$ cat src/rtl/next186_sram_pkg.sv
// next186_sram_pkg: shared types and widths for the SRAM arbiter and its pad wrapper.
package next186_sram_pkg;
    localparam int DATA_W     = 8;
    localparam int ADDR_W_DEF = 21;
    typedef enum logic [1:0] {IDLE, SETUP, HOLD} state_t;
endpackage

$ cat src/rtl/sram_arbiter.sv
// sram_arbiter: video/CPU arbiter for an async SRAM, one access per IDLE->SETUP->HOLD pass.
// Video has priority unless a waiting CPU has been passed over VID_MAX times in a row.
module sram_arbiter
    import next186_sram_pkg::*;
#(
    parameter int ADDR_W  = ADDR_W_DEF,
    parameter int VID_MAX = 4
) (
    input  logic              clk_sram,
    input  logic              reset,
    input  logic              vid_req,
    input  logic [ADDR_W-1:0] vid_addr,
    output logic              vid_ack,
    output logic [DATA_W-1:0] vid_rdata,
    input  logic              cpu_req,
    input  logic              cpu_we,
    input  logic [ADDR_W-1:0] cpu_addr,
    input  logic [DATA_W-1:0] cpu_wdata,
    output logic              cpu_ack,
    output logic [DATA_W-1:0] cpu_rdata,
    output logic [ADDR_W-1:0] SRAM_ADDR,
    output logic              SRAM_WE_n,
    output logic [DATA_W-1:0] sram_dout,
    output logic              sram_drive,
    input  logic [DATA_W-1:0] sram_din,
    output logic              busy
);
    localparam int SW = $clog2(VID_MAX + 1);
    localparam logic [SW-1:0] STARVE_MAX = SW'(VID_MAX);

    state_t              r_state;
    state_t              w_next;
    logic [SW-1:0]       r_starve;
    logic [SW-1:0]       w_starve_nxt;
    logic                r_gnt_cpu;
    logic                r_we;
    logic [ADDR_W-1:0]   r_addr;
    logic [DATA_W-1:0]   r_dout;
    logic                r_drive;
    logic                r_we_n;
    logic                r_vid_ack;
    logic                r_cpu_ack;
    logic [DATA_W-1:0]   r_vid_rdata;
    logic [DATA_W-1:0]   r_cpu_rdata;
    logic                w_any;
    logic                w_cpu_win;
    logic                w_wr;

    always_comb begin
        w_any        = vid_req || cpu_req;
        w_cpu_win    = cpu_req && (!vid_req || r_starve == STARVE_MAX);
        w_wr         = w_cpu_win && cpu_we;
        // Counter only advances while a CPU is actually waiting behind video.
        w_starve_nxt = (!cpu_req || w_cpu_win) ? '0 :
                       (r_starve == STARVE_MAX) ? r_starve : r_starve + 1'b1;
        w_next       = (r_state == IDLE)  ? (w_any ? SETUP : IDLE) :
                       (r_state == SETUP) ? HOLD : IDLE;
    end

    always_ff @(posedge clk_sram) begin
        if (reset)
            r_state <= IDLE;
        else
            r_state <= w_next;
    end

    always_ff @(posedge clk_sram) begin
        if (reset) begin
            r_starve    <= '0;
            r_gnt_cpu   <= 1'b0;
            r_we        <= 1'b0;
            r_addr      <= '0;
            r_dout      <= '0;
            r_drive     <= 1'b0;
            r_we_n      <= 1'b1;
            r_vid_ack   <= 1'b0;
            r_cpu_ack   <= 1'b0;
            r_vid_rdata <= '0;
            r_cpu_rdata <= '0;
        end else begin
            r_vid_ack <= 1'b0;
            r_cpu_ack <= 1'b0;
            case (r_state)
                IDLE: begin
                    r_starve <= w_starve_nxt;
                    if (w_any) begin
                        r_gnt_cpu <= w_cpu_win;
                        r_we      <= w_wr;
                        r_addr    <= w_cpu_win ? cpu_addr : vid_addr;
                        r_dout    <= w_wr ? cpu_wdata : r_dout;
                        r_drive   <= w_wr;
                        r_we_n    <= !w_wr;
                    end
                end
                SETUP: r_we_n <= 1'b1;
                HOLD: begin
                    // Address and data stay put through HOLD to give the write its hold time.
                    r_drive     <= 1'b0;
                    r_cpu_ack   <= r_gnt_cpu;
                    r_vid_ack   <= !r_gnt_cpu;
                    r_cpu_rdata <= (r_gnt_cpu && !r_we) ? sram_din : r_cpu_rdata;
                    r_vid_rdata <= r_gnt_cpu ? r_vid_rdata : sram_din;
                end
                default: r_we_n <= 1'b1;
            endcase
        end
    end

    assign busy       = (r_state != IDLE);
    assign SRAM_ADDR  = r_addr;
    assign SRAM_WE_n  = r_we_n;
    assign sram_dout  = r_dout;
    assign sram_drive = r_drive;
    assign vid_ack    = r_vid_ack;
    assign cpu_ack    = r_cpu_ack;
    assign vid_rdata  = r_vid_rdata;
    assign cpu_rdata  = r_cpu_rdata;
endmodule

$ cat config.mk
export PLATFORM = sky130hd
export DESIGN_NAME = sram_arbiter
export DESIGN_NICKNAME = d
export VERILOG_FILES = /design/src/rtl/next186_sram_pkg.sv /design/src/rtl/sram_arbiter.sv
export SDC_FILE = /design/constraint.sdc
export NUM_CORES = 1
export LEC_CHECK = 0
export CAP_MARGIN = 25
export CORE_AREA = 5 5 68 116
export DETAILED_ROUTE_END_ITERATION = 16
export DIE_AREA = 0 0 73 121
export HOLD_SLACK_MARGIN = 0.15
export PLACE_DENSITY = 0.75
export SLEW_MARGIN = 20
export SYNTH_ARGS = -nofsm -noshare
export SYNTH_HDL_FRONTEND = slang
export SYNTH_SLANG_ARGS = --single-unit
$ cat constraint.sdc
create_clock -name clk_sram -period 1.5 [get_ports clk_sram]
set_input_delay 0.375 -clock clk_sram [delete_from_list [all_inputs] [get_ports clk_sram]]
set_output_delay 0.375 -clock clk_sram [all_outputs]
set_load 0.01 [all_outputs]
==> run metrics <==
result of the run=complete, but fails checks; violations in the final reports=negative setup slack; setup repair after global routing missed its margin=true; share of the synthesized area in the top cell type=0.4436; CP required=1700 ps; Hold WC Path Type=in -> reg; synthesized area per cell=9.361 µm²; number of synthesized register bits=56; Top-Level Pins=113; initial antenna violation count=0; power density over cell area=847.0 nW/µm²; type of the setup path with the least slack=reg -> reg; via count of the first global-routing pass=2812; core area=6807 µm²; Final Hold Violating Endpoints=0; CTS Sinks=56; remaining max-slew budget at the tightest pin=0.7216; main area contributors after synthesis=sky130_fd_sc_hd__dfxtp_1, sky130_fd_sc_hd__nor4b_1, sky130_fd_sc_hd__a2111oi_0; final worst-path setup slack=-94.03 ps; Placement Rows=40; Post-Syn Area=2527 µm²; proportion of layout cells with a drive suffix above 1=0.2410; CP Data Arrival Time=1790 ps; chain of cells forming the critical path=inv_2 -> ha_4 -> buf_6 -> a21boi_4 -> buf_6 -> buf_12 -> nor4b_4 -> nor4_2; DRC violation total after the first TritonRoute iteration=114; routed len/inst=18.59 µm; routability cong.=0.7697; full die area=8833 µm²; width of the die=73 µm; Placed Area=3934 µm²; CP Capture Type=register; post-synth net total=335; Final Max Tran Viols=0; standard cell with the maximum stage delay on the critical path=sky130_fd_sc_hd__dfxtp_2; distinct cell type count after synthesis=30; endpoints failing setup=19; wire length of the first global-routing pass=13920 µm; router iterations before antenna repair=4; setup clock skew after layout=6.812 ps; final worst path period need=1594 ps; clk root buf=sky130_fd_sc_hd__clkbuf_16; later-pin clock latency in the skew report=290 ps; Post-route DRC=0; final hold slack=464.0 ps; half-perimeter wire length of the detailed placement result=5690 µm; synthesized netlist cell count=270; overall power consumption=3841 µW; leakage power figure=0.001717 µW; clock transition at the register clock pins on the worst setup and hold paths after CTS=70 ps; Final #Nets=454; share of flip-flops with an asynchronous set or reset=0; Post-synth EDFFs=0; Post-CTS Hold Buffers=0; Finished Core Util=0.6662; Final TNS setup=-556.3 ps; Area Growth Syn to Fin=79.41%; largest net degree at the start of global routing=57; height of the die=121 µm; Worst IR Drop VDD=840.2 µV; leading cell type by number of instances after synthesis=sky130_fd_sc_hd__dfxtp_1; total number of yosys warnings=0; CTS tree=built; library cell with the largest summed area after synthesis=sky130_fd_sc_hd__dfxtp_1; count of nets left with antenna violations after detail routing=0; number of buffers created by CTS=5; total wire length=8814 µm; kind of start point of the critical path=register; number of violations of the max-capacitance limit=0; maximum net fanout on the critical path=5; sequential element share of the synthesized area=0.4436; share of the clock period used by the worst path=1.063; top flip-flop cell by instance count after synthesis=sky130_fd_sc_hd__dfxtp_1; Top cell by count, worst path=sky130_fd_sc_hd__buf_6; Post-Layout Inst Area=4534 µm²; maximum clock insertion buffer count=2; via/cell ratio=5.584; Starting Density=0.3713; achievable frequency=627.3 MHz; GRT overflow=0; Tot GR Track Use=0.2009; count of buffers from port buffering=112; Synth top cells by count=sky130_fd_sc_hd__dfxtp_1, sky130_fd_sc_hd__a21oi_1, sky130_fd_sc_hd__nor4b_1; peak per-stage delay on the critical path=340 ps; total number of vias=2647; H-tree Lvls=2; measured slew at the worst slew-check pin=407.1 ps; Antenna Diode Count=0
==> kinds of logic (layout without fill, tap and decap cells) <==
group	Yosys count	in the layout	synth area share
fa+ha+maj	2	2	0.009899
mux	16	16	0.06336
simple gates	88	88	0.2252
flops	56	56	0.4436
compound gates	72	72	0.1802
buf+inv	36	156	0.07772
==> routing by layer <==
layer  track usage  routed length, µm  vias to the layer above
met3       0.04892                460                       22
met1        0.2192               3372                     1262
met2        0.3565               4678                       94
met5             0                  0                        -
li1              -                  -                     1269
met4       0.08661                303                        0
==> placed cells by master (no fill, tap or decap), types with 7 or more instances in the layout <==
master / instances
sky130_fd_sc_hd__clkdlybuf4s50_1: 59
sky130_fd_sc_hd__buf_12: 8
sky130_fd_sc_hd__a2111oi_4: 11
sky130_fd_sc_hd__a2111oi_2: 8
sky130_fd_sc_hd__nor4_1: 14
sky130_fd_sc_hd__nor4b_4: 7
sky130_fd_sc_hd__nor4b_1: 13
sky130_fd_sc_hd__nand3_1: 9
sky130_fd_sc_hd__buf_4: 17
sky130_fd_sc_hd__o21ai_1: 8
sky130_fd_sc_hd__nor4_2: 7
sky130_fd_sc_hd__dlygate4sd2_1: 50
sky130_fd_sc_hd__nor2_1: 17
sky130_fd_sc_hd__a21oi_1: 35
sky130_fd_sc_hd__dfxtp_1: 52
sky130_fd_sc_hd__mux2i_1: 16
==> power by group <==
| group | total (µW) | internal, µW | leakage (µW) | switching (µW) |
|---|---|---|---|---|
| Combinational | 1030 | 527 | 0.00118 | 504 |
| Sequential | 1640 | 1580 | 0.000461 | 56.2 |
| Clock | 1180 | 626 | 0.0000742 | 549 |
==> sequential cells by signal, summed over array words and instances (netlist names) <==
name        flops
SRAM_ADDR      21
cpu_rdata       8
sram_dout       8
vid_rdata       8
r_starve        3
r_state         2
SRAM_WE_n       1
cpu_ack         1
r_gnt_cpu       1
r_we            1
sram_drive      1
vid_ack         1
==> critical path, delay by kind of cell, from the launching register on <==
kind	cells	cell delay, ps
buffers and inverters	4	460
AO/OA/AOI/OAI	1	230
adder cells (fa/ha/maj)	1	160
flip-flops	1	340
AND/OR/NAND/NOR	2	310
==> final timing paths <==
kind                                                 from                   endpoint  slack, ps  cells after the start
worst max-delay path             r_starve[0]$_SDFFE_PP0P_  SRAM_ADDR[9]$_SDFFE_PP0P_        -90                      8
worst min-delay path                              cpu_req   r_starve[1]$_SDFFE_PP0P_        460                      3
worst max register to register   r_starve[0]$_SDFFE_PP0P_  SRAM_ADDR[9]$_SDFFE_PP0P_        -90                      8
worst min register to register  sram_dout[4]$_SDFFE_PP0P_  sram_dout[4]$_SDFFE_PP0P_        480                      2
==> stage by stage <==
step	cells	worst slack [ps]
after floorplan	270	-5.789
after global placement	457	-348.8
after detailed placement	457	-374.0
after CTS	474	-41.35
after global routing	474	-179.2
final	474	-94.03
==> cell type report <==
| cell class | count | area [µm²] |
|---|---|---|
| Inverter | 3 | 11.26 |
| Sequential cell | 56 | 1131 |
| Tap cell | 84 | 105.1 |
| Clock buffer | 5 | 125.1 |
| Timing Repair Buffer | 145 | 1454 |
| Multi-Input combinational cell | 178 | 1685 |
| Fill cell | 564 | 2272 |
| Clock inverter | 3 | 22.52 |
==> timing repair <==
item | in CTS | in global routing
setup buffers | 6 | 2
setup endpoints to repair | 82 | 41
pin swaps | 15 | 27
gates cloned | 3 | 0
resized for setup | 87 | 39
No activity file was read; power rests on OpenSTA's default activity.
